$ cat src/rtl/ram_burst_master_if.sv
// ---------------------------------------------------------------------------
// ram_burst_master_if
//
// Bundles the command, write-data, read-data and RAM-drive signals of
// ram_burst_master. The master modport is the burst engine's view; the slave
// modport is the view of whatever drives commands/data and hosts the RAM.
//
// Signals
//   cmd_valid/cmd_ready   command handshake
//   cmd_write             1 = write burst, 0 = read burst
//   cmd_addr              burst start address
//   cmd_len               word count, 0 .. 2**Addr_width
//   wr_data/valid/ready   write-data stream into the engine
//   rd_data/valid/ready   read-data stream out of the engine
//   mem_we/address/d      single-port RAM drive
//   mem_q                 RAM read data, one cycle after its address
//   busy                  engine not idle
//   done                  one-cycle pulse at burst end
// ---------------------------------------------------------------------------
interface ram_burst_master_if #(
   parameter int Data_width = 32,
   parameter int Addr_width = 7
);
   logic                  cmd_valid;
   logic                  cmd_ready;
   logic                  cmd_write;
   logic [Addr_width-1:0] cmd_addr;
   logic [Addr_width:0]   cmd_len;
   logic [Data_width-1:0] wr_data;
   logic                  wr_valid;
   logic                  wr_ready;
   logic [Data_width-1:0] rd_data;
   logic                  rd_valid;
   logic                  rd_ready;
   logic                  mem_we;
   logic [Addr_width-1:0] mem_address;
   logic [Data_width-1:0] mem_d;
   logic [Data_width-1:0] mem_q;
   logic                  busy;
   logic                  done;

   modport master (
      input  cmd_valid, cmd_write, cmd_addr, cmd_len,
      input  wr_data, wr_valid, rd_ready, mem_q,
      output cmd_ready, wr_ready, rd_data, rd_valid,
      output mem_we, mem_address, mem_d, busy, done
   );

   modport slave (
      output cmd_valid, cmd_write, cmd_addr, cmd_len,
      output wr_data, wr_valid, rd_ready, mem_q,
      input  cmd_ready, wr_ready, rd_data, rd_valid,
      input  mem_we, mem_address, mem_d, busy, done
   );
endinterface

$ cat src/rtl/ram_burst_master.sv
// ---------------------------------------------------------------------------
// ram_burst_master
//
// Burst engine between a command/stream interface and a single-port
// synchronous RAM. A write burst copies wr_data beats into consecutive RAM
// words; a read burst streams consecutive RAM words out on rd_data, one word
// per two cycles at most. Addresses wrap modulo 2**Addr_width.
//
// Ports
//   clk    rising-edge clock
//   rst_n  asynchronous active-low reset
//   abort  (only with RAM_BURST_MASTER_ABORT_EN) ends the running burst early
//   bus    ram_burst_master_if.master, see the interface file
//
// Optional feature macro: RAM_BURST_MASTER_ABORT_EN
//
// state        | meaning
// -------------+-----------------------------------------------------------
// S_IDLE       | waiting for a command, cmd_ready high
// S_WRITE      | accepting write beats, one RAM write per beat next cycle
// S_RD_ISSUE   | presenting the next read address once rd_data is free
// S_RD_CAPTURE | capturing mem_q into rd_data
// S_DONE       | one-cycle done pulse, back to S_IDLE
// ---------------------------------------------------------------------------
module ram_burst_master #(
   parameter int Data_width = 32,
   parameter int Addr_width = 7
) (
   input  logic               clk,
   input  logic               rst_n,
`ifdef RAM_BURST_MASTER_ABORT_EN
   input  logic               abort,
`endif
   ram_burst_master_if.master bus
);

   typedef enum logic [2:0] {
      S_IDLE,
      S_WRITE,
      S_RD_ISSUE,
      S_RD_CAPTURE,
      S_DONE
   } state_t;

   localparam logic [Addr_width:0] LenZero = '0;
   localparam logic [Addr_width:0] LenOne  = {{Addr_width{1'b0}}, 1'b1};

   state_t                r_state;
   state_t                w_next;

   logic [Addr_width-1:0] r_addr;
   logic [Addr_width:0]   r_remain;
   logic                  r_mem_we;
   logic [Addr_width-1:0] r_mem_address;
   logic [Data_width-1:0] r_mem_d;
   logic [Data_width-1:0] r_rd_data;
   logic                  r_rd_valid;

   logic                  w_abort;
   logic                  w_cmd_ready;
   logic                  w_wr_ready;
   logic                  w_busy;
   logic                  w_done;
   logic                  w_beat;
   logic                  w_issue;
   logic                  w_capture;

`ifdef RAM_BURST_MASTER_ABORT_EN
   assign w_abort = abort;
`else
   assign w_abort = 1'b0;
`endif

   // ---------------------------------------------------------------------
   // State register
   // ---------------------------------------------------------------------
   always_ff @(posedge clk or negedge rst_n) begin
      if (!rst_n) begin
         r_state <= S_IDLE;
      end else begin
         r_state <= w_next;
      end
   end

   // ---------------------------------------------------------------------
   // Next-state logic
   // ---------------------------------------------------------------------
   always_comb begin
      w_next = r_state;
      case (r_state)
         S_IDLE: begin
            if (bus.cmd_valid) begin
               if (bus.cmd_len == LenZero) begin
                  w_next = S_DONE;
               end else if (bus.cmd_write) begin
                  w_next = S_WRITE;
               end else begin
                  w_next = S_RD_ISSUE;
               end
            end
         end
         S_WRITE: begin
            if (w_abort) begin
               w_next = S_DONE;
            end else if (w_beat && (r_remain == LenOne)) begin
               w_next = S_DONE;
            end
         end
         S_RD_ISSUE: begin
            if (w_abort) begin
               w_next = S_DONE;
            end else if (w_issue) begin
               w_next = S_RD_CAPTURE;
            end
         end
         S_RD_CAPTURE: begin
            if (w_abort || (r_remain == LenZero)) begin
               w_next = S_DONE;
            end else begin
               w_next = S_RD_ISSUE;
            end
         end
         S_DONE:  w_next = S_IDLE;
         default: w_next = S_IDLE;
      endcase
   end

   // ---------------------------------------------------------------------
   // Output / strobe decode
   // ---------------------------------------------------------------------
   always_comb begin
      w_cmd_ready = 1'b0;
      w_wr_ready  = 1'b0;
      w_busy      = 1'b1;
      w_done      = 1'b0;
      w_beat      = 1'b0;
      w_issue     = 1'b0;
      w_capture   = 1'b0;
      case (r_state)
         S_IDLE: begin
            w_cmd_ready = 1'b1;
            w_busy      = 1'b0;
         end
         S_WRITE: begin
            // An aborting cycle refuses the beat rather than dropping it.
            w_wr_ready = !w_abort;
            w_beat     = bus.wr_valid && !w_abort;
         end
         S_RD_ISSUE: begin
            // Only fetch when the output register is free or being emptied,
            // so the captured word can never overwrite an unaccepted one.
            w_issue = !w_abort && (!r_rd_valid || bus.rd_ready);
         end
         S_RD_CAPTURE: begin
            w_capture = !w_abort;
         end
         S_DONE: begin
            w_done = 1'b1;
         end
         default: begin
            w_busy = 1'b0;
         end
      endcase
   end

   // ---------------------------------------------------------------------
   // Datapath: address/count, registered RAM write drive, read output
   // ---------------------------------------------------------------------
   always_ff @(posedge clk or negedge rst_n) begin
      if (!rst_n) begin
         r_addr        <= '0;
         r_remain      <= '0;
         r_mem_we      <= 1'b0;
         r_mem_address <= '0;
         r_mem_d       <= '0;
         r_rd_data     <= '0;
         r_rd_valid    <= 1'b0;
      end else begin
         r_mem_we <= 1'b0;

         if (w_cmd_ready && bus.cmd_valid) begin
            r_addr   <= bus.cmd_addr;
            r_remain <= bus.cmd_len;
         end

         if (w_beat) begin
            r_mem_we      <= 1'b1;
            r_mem_address <= r_addr;
            r_mem_d       <= bus.wr_data;
            r_addr        <= r_addr + 1'b1;
            r_remain      <= r_remain - 1'b1;
         end

         if (w_issue) begin
            r_mem_address <= r_addr;
            r_addr        <= r_addr + 1'b1;
            r_remain      <= r_remain - 1'b1;
         end

         if (w_capture) begin
            r_rd_data  <= bus.mem_q;
            r_rd_valid <= 1'b1;
         end else if (r_rd_valid && bus.rd_ready) begin
            r_rd_valid <= 1'b0;
         end
      end
   end

   // The read address goes straight to the RAM in the issue cycle so mem_q
   // is ready in the capture cycle; outside that cycle the RAM sees the last
   // registered address.
   assign bus.mem_address = w_issue ? r_addr : r_mem_address;
   assign bus.mem_we      = r_mem_we;
   assign bus.mem_d       = r_mem_d;
   assign bus.rd_data     = r_rd_data;
   assign bus.rd_valid    = r_rd_valid;
   assign bus.cmd_ready   = w_cmd_ready;
   assign bus.wr_ready    = w_wr_ready;
   assign bus.busy        = w_busy;
   assign bus.done        = w_done;

endmodule

$ cat src/flat_wrapper.sv
// flat-port wrapper written by rule: the top's interface ports become plain ports
module ram_burst_master_flat 
#(
   parameter int Data_width = 32,
   parameter int Addr_width = 7
)
  (clk, rst_n, bus_cmd_valid, bus_cmd_write, bus_cmd_addr, bus_cmd_len, bus_wr_data, bus_wr_valid, bus_rd_ready, bus_mem_q, bus_cmd_ready, bus_wr_ready, bus_rd_data, bus_rd_valid, bus_mem_we, bus_mem_address, bus_mem_d, bus_busy, bus_done);
  ram_burst_master_if #(.Data_width(Data_width), .Addr_width(Addr_width)) bus_i ();
  input  logic clk;
  input  logic rst_n;
  input wire logic [$bits(bus_i.cmd_valid)-1:0] bus_cmd_valid;
  input wire logic [$bits(bus_i.cmd_write)-1:0] bus_cmd_write;
  input wire logic [$bits(bus_i.cmd_addr)-1:0] bus_cmd_addr;
  input wire logic [$bits(bus_i.cmd_len)-1:0] bus_cmd_len;
  input wire logic [$bits(bus_i.wr_data)-1:0] bus_wr_data;
  input wire logic [$bits(bus_i.wr_valid)-1:0] bus_wr_valid;
  input wire logic [$bits(bus_i.rd_ready)-1:0] bus_rd_ready;
  input wire logic [$bits(bus_i.mem_q)-1:0] bus_mem_q;
  output wire logic [$bits(bus_i.cmd_ready)-1:0] bus_cmd_ready;
  output wire logic [$bits(bus_i.wr_ready)-1:0] bus_wr_ready;
  output wire logic [$bits(bus_i.rd_data)-1:0] bus_rd_data;
  output wire logic [$bits(bus_i.rd_valid)-1:0] bus_rd_valid;
  output wire logic [$bits(bus_i.mem_we)-1:0] bus_mem_we;
  output wire logic [$bits(bus_i.mem_address)-1:0] bus_mem_address;
  output wire logic [$bits(bus_i.mem_d)-1:0] bus_mem_d;
  output wire logic [$bits(bus_i.busy)-1:0] bus_busy;
  output wire logic [$bits(bus_i.done)-1:0] bus_done;
  assign bus_i.cmd_valid = bus_cmd_valid;
  assign bus_i.cmd_write = bus_cmd_write;
  assign bus_i.cmd_addr = bus_cmd_addr;
  assign bus_i.cmd_len = bus_cmd_len;
  assign bus_i.wr_data = bus_wr_data;
  assign bus_i.wr_valid = bus_wr_valid;
  assign bus_i.rd_ready = bus_rd_ready;
  assign bus_i.mem_q = bus_mem_q;
  assign bus_cmd_ready = bus_i.cmd_ready;
  assign bus_wr_ready = bus_i.wr_ready;
  assign bus_rd_data = bus_i.rd_data;
  assign bus_rd_valid = bus_i.rd_valid;
  assign bus_mem_we = bus_i.mem_we;
  assign bus_mem_address = bus_i.mem_address;
  assign bus_mem_d = bus_i.mem_d;
  assign bus_busy = bus_i.busy;
  assign bus_done = bus_i.done;
  ram_burst_master #(.Data_width(Data_width), .Addr_width(Addr_width)) u_core (.clk(clk), .rst_n(rst_n), .bus(bus_i));
endmodule
$ cat config.mk
export PLATFORM = sky130hd
export DESIGN_NAME = ram_burst_master_flat
export DESIGN_NICKNAME = d
export VERILOG_FILES = /design/src/rtl/ram_burst_master_if.sv /design/src/rtl/ram_burst_master.sv /design/src/flat_wrapper.sv
export SDC_FILE = /design/constraint.sdc
export NUM_CORES = 1
export LEC_CHECK = 0
export BUFFER_PORTS_ARGS = -buffer_cell sky130_fd_sc_hd__buf_4
export CORE_MARGIN = 1.5
export CORE_UTILIZATION = 42
export CTS_CLUSTER_SIZE = 8
export DETAILED_ROUTE_END_ITERATION = 8
export PLACE_DENSITY = 0.8
export SETUP_SLACK_MARGIN = 0.05
export SLEW_MARGIN = 0
export SYNTH_ARGS = -nofsm -noshare
export SYNTH_HDL_FRONTEND = slang
export SYNTH_SLANG_ARGS = --single-unit
$ cat constraint.sdc
create_clock -name clk -period 1.77 [get_ports clk]
set_clock_uncertainty 0.15 [all_clocks]
set_input_delay 0.0885 -clock clk [delete_from_list [all_inputs] [get_ports clk]]
set_output_delay 0.0885 -clock clk [all_outputs]
set_load 0.01 [all_outputs]
# Yosys cells after proc, flatten, opt, wreduce, memory -nomap -nowiden
# Cells that the tools add are included.
# classes
n_eq_ne	8
n_mux	26
add_sub_neg	2
reduce_logical	13
# op_table
cell	count
$mux 7	6
$mux 8	3
$logic_not 8->1	2
$mux 3	5
$pmux 3 s4	1
$mux 1	10
$eq 8x1->1 const B	1
$sub 8x1->8 const B	1
$add 7x1->7 const B	1
$eq 3x2->1 const B	2
$ne 2x1->1 const B	2
$reduce_bool 2->1	2
$reduce_or 4->1	1
$eq 3x1->1 const B	1
$eq 3x3->1 const B	1
$logic_and 1x1->1	3
$logic_not 3->1	1
$reduce_and 3->1	1
$reduce_bool 3->1	1
$mux 2	1
$ne 2x2->1 const B	1
$logic_not 1->1	1
$logic_or 1x1->1	1
# totals
register_bits	91
elab_cells	57
in_bits	85

# Depth between registers and ports, before layout
# logic_depth
word_depth	6
mapped_depth	6
depth_no_buf	6

# Worst setup path after synthesis
# No wires, ideal clock.
# synth_timing
path_type	register to register
start	register u_core.r_state[1]
end	register u_core.r_mem_d[10] (netlist: u_core.bus.mem_d[10])
slack_ns	-0.013
arrival_ns	1.508
stages_incl_launch_ff	6
setup_time_ns	0.125
required_time_ns	1.495
path_buffers	2
path_cell_list	dfrtp_1 nor3_2 and2_1 buf_4 buf_6 mux2_2
# synth_between
elab_chain_len	2
# synth_rtl
element	line	rtl
start: declaration	ram_burst_master.sv:48	state_t r_state;
start signal: assignment	ram_burst_master.sv:81	r_state <= w_next;
$eq 3x1->1	ram_burst_master.sv:139	case (r_state)
$mux 1	ram_burst_master.sv:139	
end signal: assignment	ram_burst_master.sv:189	r_mem_d <= bus.wr_data;
end: declaration	ram_burst_master.sv:55	logic [Data_width-1:0] r_mem_d;
# No other way between the ends.
# A chain may end at the register's enable or synchronous reset.

# Worst setup path in the final report
# layout_timing
start	register u_core.r_state[2]
end	register u_core.r_mem_d[31] (netlist: u_core.bus.mem_d[31])
# Same word-level chain as after synthesis.

==> metrics.md <==
| Metric | Value |
|---|---|
| Placer Congestion | 0.7998 |
| ANT cells | 0 |
| Slowest-stage cell, CP | dfrtp_1 |
| Hold WC Path Type | primary input to flip-flop |
| Routed WL per cell | 20.02 µm |
| Reg-to-reg slack, setup | -0.26 ns |
| Starting density of the core | 44.01% |
| Fin. max-slew vios | 0 |
| DRC | 0 |
| Register area share after synthesis | 55.22% |
| Hold Vio Cnt, Final | 0 |
| Synth async-reset ratio | 100.0% |
| Slowest stage delay, CP | 0.42 ns |
| IO Pins | 162 |
| Share of cells above drive strength 1 | 59.27% |
| DIE HEIGHT | 102.1 µm |
| Worst Path Arrival | 2.14 ns |
| Clock sinks | 91 |
| Clock Power Share | 10.9% |
| Core Area | 9371 µm² |
| Fraction of the mapped netlist area in adder cells | 1.214% |
| Row cnt | 35 |
| Status | finished, violations left |
| Placed insts | 596 |
| Die area | 10420 µm² |
| Synth Area in Compound Gates | 7.615% |
| Total GRT Usage | 24.95% |
| CP max FO | 8 |
| Logic pwr share | 59.8% |
| WHS | 0.06736 ns |
| Via count | 3827 |
| Seq pwr share | 29.3% |
| Final setup TNS | -14.72 ns |
| Die width | 102.1 µm |
| Hold Path Sink | u_core.bus.rd_valid |
| Iter 0 DRT Violations | 218 |
| Worst setup SP type | flip-flop |
| Critical path data required time | 1.88 ns |
| Hold Path Depth | 3 |
| Min cycle time layout | 2.033 ns |
| PwrDens | 1834 nW/µm² |
| Post-Syn Area | 4124 µm² |
| Main synth FF type | dfrtp_1 |
| Critical path cell sequence | buf_12 > buf_4 > buf_8 > nor3_4 > and2_4 > clkbuf_16 > mux2_2 |
| Crit end category | flip-flop |
| Xor and xnor area share after synthesis | 0.2124% |
| Failing checks | setup timing |
| Worst Reg-to-Reg Cells | 7 |
| Post-Syn Nets | 390 |
| Final setup fails | 98 |
| Pre-antenna DRT Iters | 4 |
| CTS Buf Count | 9 |
| Cell Count, Final, Fillers Out | 728 |
| Leakage | 3.458 nW |
| Routed wire length | 14.57 mm |
| Maximum VDD drop | 1089 µV |
| CTS tree | yes |
| Setup WS pre-CTS | -0.001501 ns |
| Clk root buf | clkbuf_8 |
| Setup slack after layout | -0.2625 ns |
| Final period util | 114.8% |
| Post-synthesis mux area share | 21.84% |
| Htree depth | 3 |
| Routed Antenna Nets | 0 |
| Power Internal | 0.008612 W |
| Avg Cell Area, Syn | 13.70 µm² |
| Via density per instance | 5.257 |
| Post-DP HPWL | 6.866 mm |
| # nets final | 683 |
| Global-route wire length before repair | 19.82 mm |
| Largest family of logic cells by synthesized area | multiplexers |
| Simple-Gate Fraction of Synth Area | 10.25% |
| Reg-to-Reg End | u_core.bus.mem_d[31] |
| Synth-to-Final Area Change | 80.61% |
| R2r startpoint | u_core.r_state[2] |
| Psw | 0.005050 W |
| Slew HR | 65.24% |
| Fillers | 535 |
| F_max | 0.4920 GHz |
| I/O Buffers | 161 |
| Actual slew at the worst max-slew pin | 0.5214 ns |
| Max Root-Sink Buffers | 2 |
| Unrepaired setup endpoints after global routing | yes |
| CP Class | flip-flop to flip-flop |
| Antenna violations before repair | 0 |
| Max-Cap Viols | 0 |
| Clock slew at reported path FFs | 0.11 ns |
| Insertion delay to the later sink of the worst-skew pair | 0.35 ns |
| Yosys warning count | 0 |
| Total congestion overflow | 0 |
| Synth Register Bits | 91 |
| Sw Share | 36.96% |
| Vias in the first global route | 3940 |
| Number of flops mapped to enable cells by yosys | 0 |
| Synth cell types | 50 |
| Largest net degree at the start of global routing | 92 |
| Hold Startpoint | bus_rd_ready |
| Syn Inst Count | 301 |
worst max path at each step:
stage	startpoint	slack (ns)	end	depth (start not counted)
floorplan	u_core.r_remain[1]	0.05	u_core.r_remain[4]	6
global placement	u_core.r_state[2]	0.06	u_core.bus.mem_d[6]	5
detailed placement	u_core.r_state[1]	-0.002	u_core.r_remain[3]	5
CTS	u_core.r_state[2]	-0.23	bus_mem_address[5]	5
global route	u_core.r_state[2]	-0.32	u_core.bus.mem_d[31]	7
finish	u_core.r_state[2]	-0.26	u_core.bus.mem_d[31]	7
layout make-up:
cell class	count	area, µm²	area share [%]
Inverter	4	15.01	0.2016
Timing Repair Buffer	295	2733	36.69
Tap cell	129	161.4	2.167
Sequential cell	91	2280	30.61
Clock buffer	9	123.9	1.663
Clock inverter	7	82.58	1.109
Multi-Input combinational cell	193	2053	27.57
cells in the final DEF (no fill, tap or decap), types with 3 or more instances in the layout:
master         instances
buf_4                186
dfrtp_1               89
dlygate4sd3_1         83
mux2_2                44
mux2_4                35
nand2_1               16
clkbuf_8               9
nor2_1                 8
buf_6                  8
clkbuf_16              6
buf_12                 6
nand2b_1               4
nand3_1                4
a211oi_1               4
a221o_1                4
inv_2                  3
nand2b_4               3
nor3_1                 3
o311ai_2               3
nand4_1                3
ha_1                   3
inv_6                  3
buf_16                 3
critical path: cells and delay by family (launching register included):
| kind | cells | cell delay [ns] |
|---|---|---|
| buffers and inverters | 4 | 0.61 |
| flip-flops | 1 | 0.42 |
| AND/OR/NAND/NOR | 2 | 0.41 |
| multiplexers | 1 | 0.33 |
per-layer routing:
layer  wire (µm)  track usage (%)
met2        7522            43.30
met1        5720            30.50
met4         246            8.535
met3        1084            5.951
met5           0                0
timing repair:
item,CTS,global route
hold buffers,83,0
gates cloned,5,7
endpoints found under the hold margin,172,0
gates resized for setup,43,50
setup endpoints to repair,80,100
buffers inserted,14,7
pin swaps,14,5
cells in the mapped netlist, types with 3 or more instances:
library cell | instances | area [µm²]
buf_6 | 9 | 101.4
o311ai_1 | 6 | 52.55
mux2_2 | 76 | 855.8
inv_1 | 4 | 15.01
a221o_1 | 4 | 40.04
nor3_1 | 3 | 15.01
or3_1 | 4 | 25.02
o21ai_0 | 3 | 15.01
buf_2 | 3 | 15.01
dfrtp_1 | 91 | 2277
nand2b_1 | 6 | 37.54
a211oi_1 | 6 | 45.04
nand3_1 | 4 | 20.02
nor2_1 | 11 | 41.29
nand2_1 | 17 | 63.81
ha_1 | 4 | 50.05
nand4_1 | 3 | 18.77
mux2_4 | 3 | 45.04
power by group through the flow:
stage / registers (W) / clock network [W] / logic [W]
6_report: 0.00400 / 0.00149 / 0.00817
5_1_grt: 0.00411 / 0.00161 / 0.00861
4_1_cts: 0.00385 / 0.00152 / 0.00707
3_5_place_dp: 0.00386 / 0 / 0.00589
3_3_place_gp: 0.00380 / 0 / 0.00573
2_1_floorplan: 0.00414 / 0 / 0.00302
stage by stage:
stage | total power, W | area [µm²] | utilization (%)
global placement | 0.009529 | 5590 | 59.65
global route | 0.01433 | 7448 | 79.48
CTS | 0.01244 | 7053 | 75.26
detailed placement | 0.009744 | 5590 | 59.65
floorplan | 0.007155 | 4130 | -
finish | 0.01366 | 7448 | 79.48
state kept, by name (all words and copies together), names as in the netlist:
name                  cells
u_core.bus.mem_d         32
u_core.bus.rd_data       32
u_core.r_remain           8
u_core.r_addr             7
u_core.r_mem_address      7
u_core.r_state            3
u_core.bus.mem_we         1
u_core.bus.rd_valid       1
logic make-up (layout without fill, tap and decap cells):
logic type | after synthesis | after routing
flip-flops | 91 | 91
multiplexers | 79 | 79
AND/OR/NAND/NOR | 69 | 70
XOR/XNOR | 1 | 1
adder cells (fa/ha/maj) | 4 | 4
AO/OA/AOI/OAI | 38 | 39
buffers and inverters | 19 | 315
No activity file was read; power rests on OpenSTA's default activity.
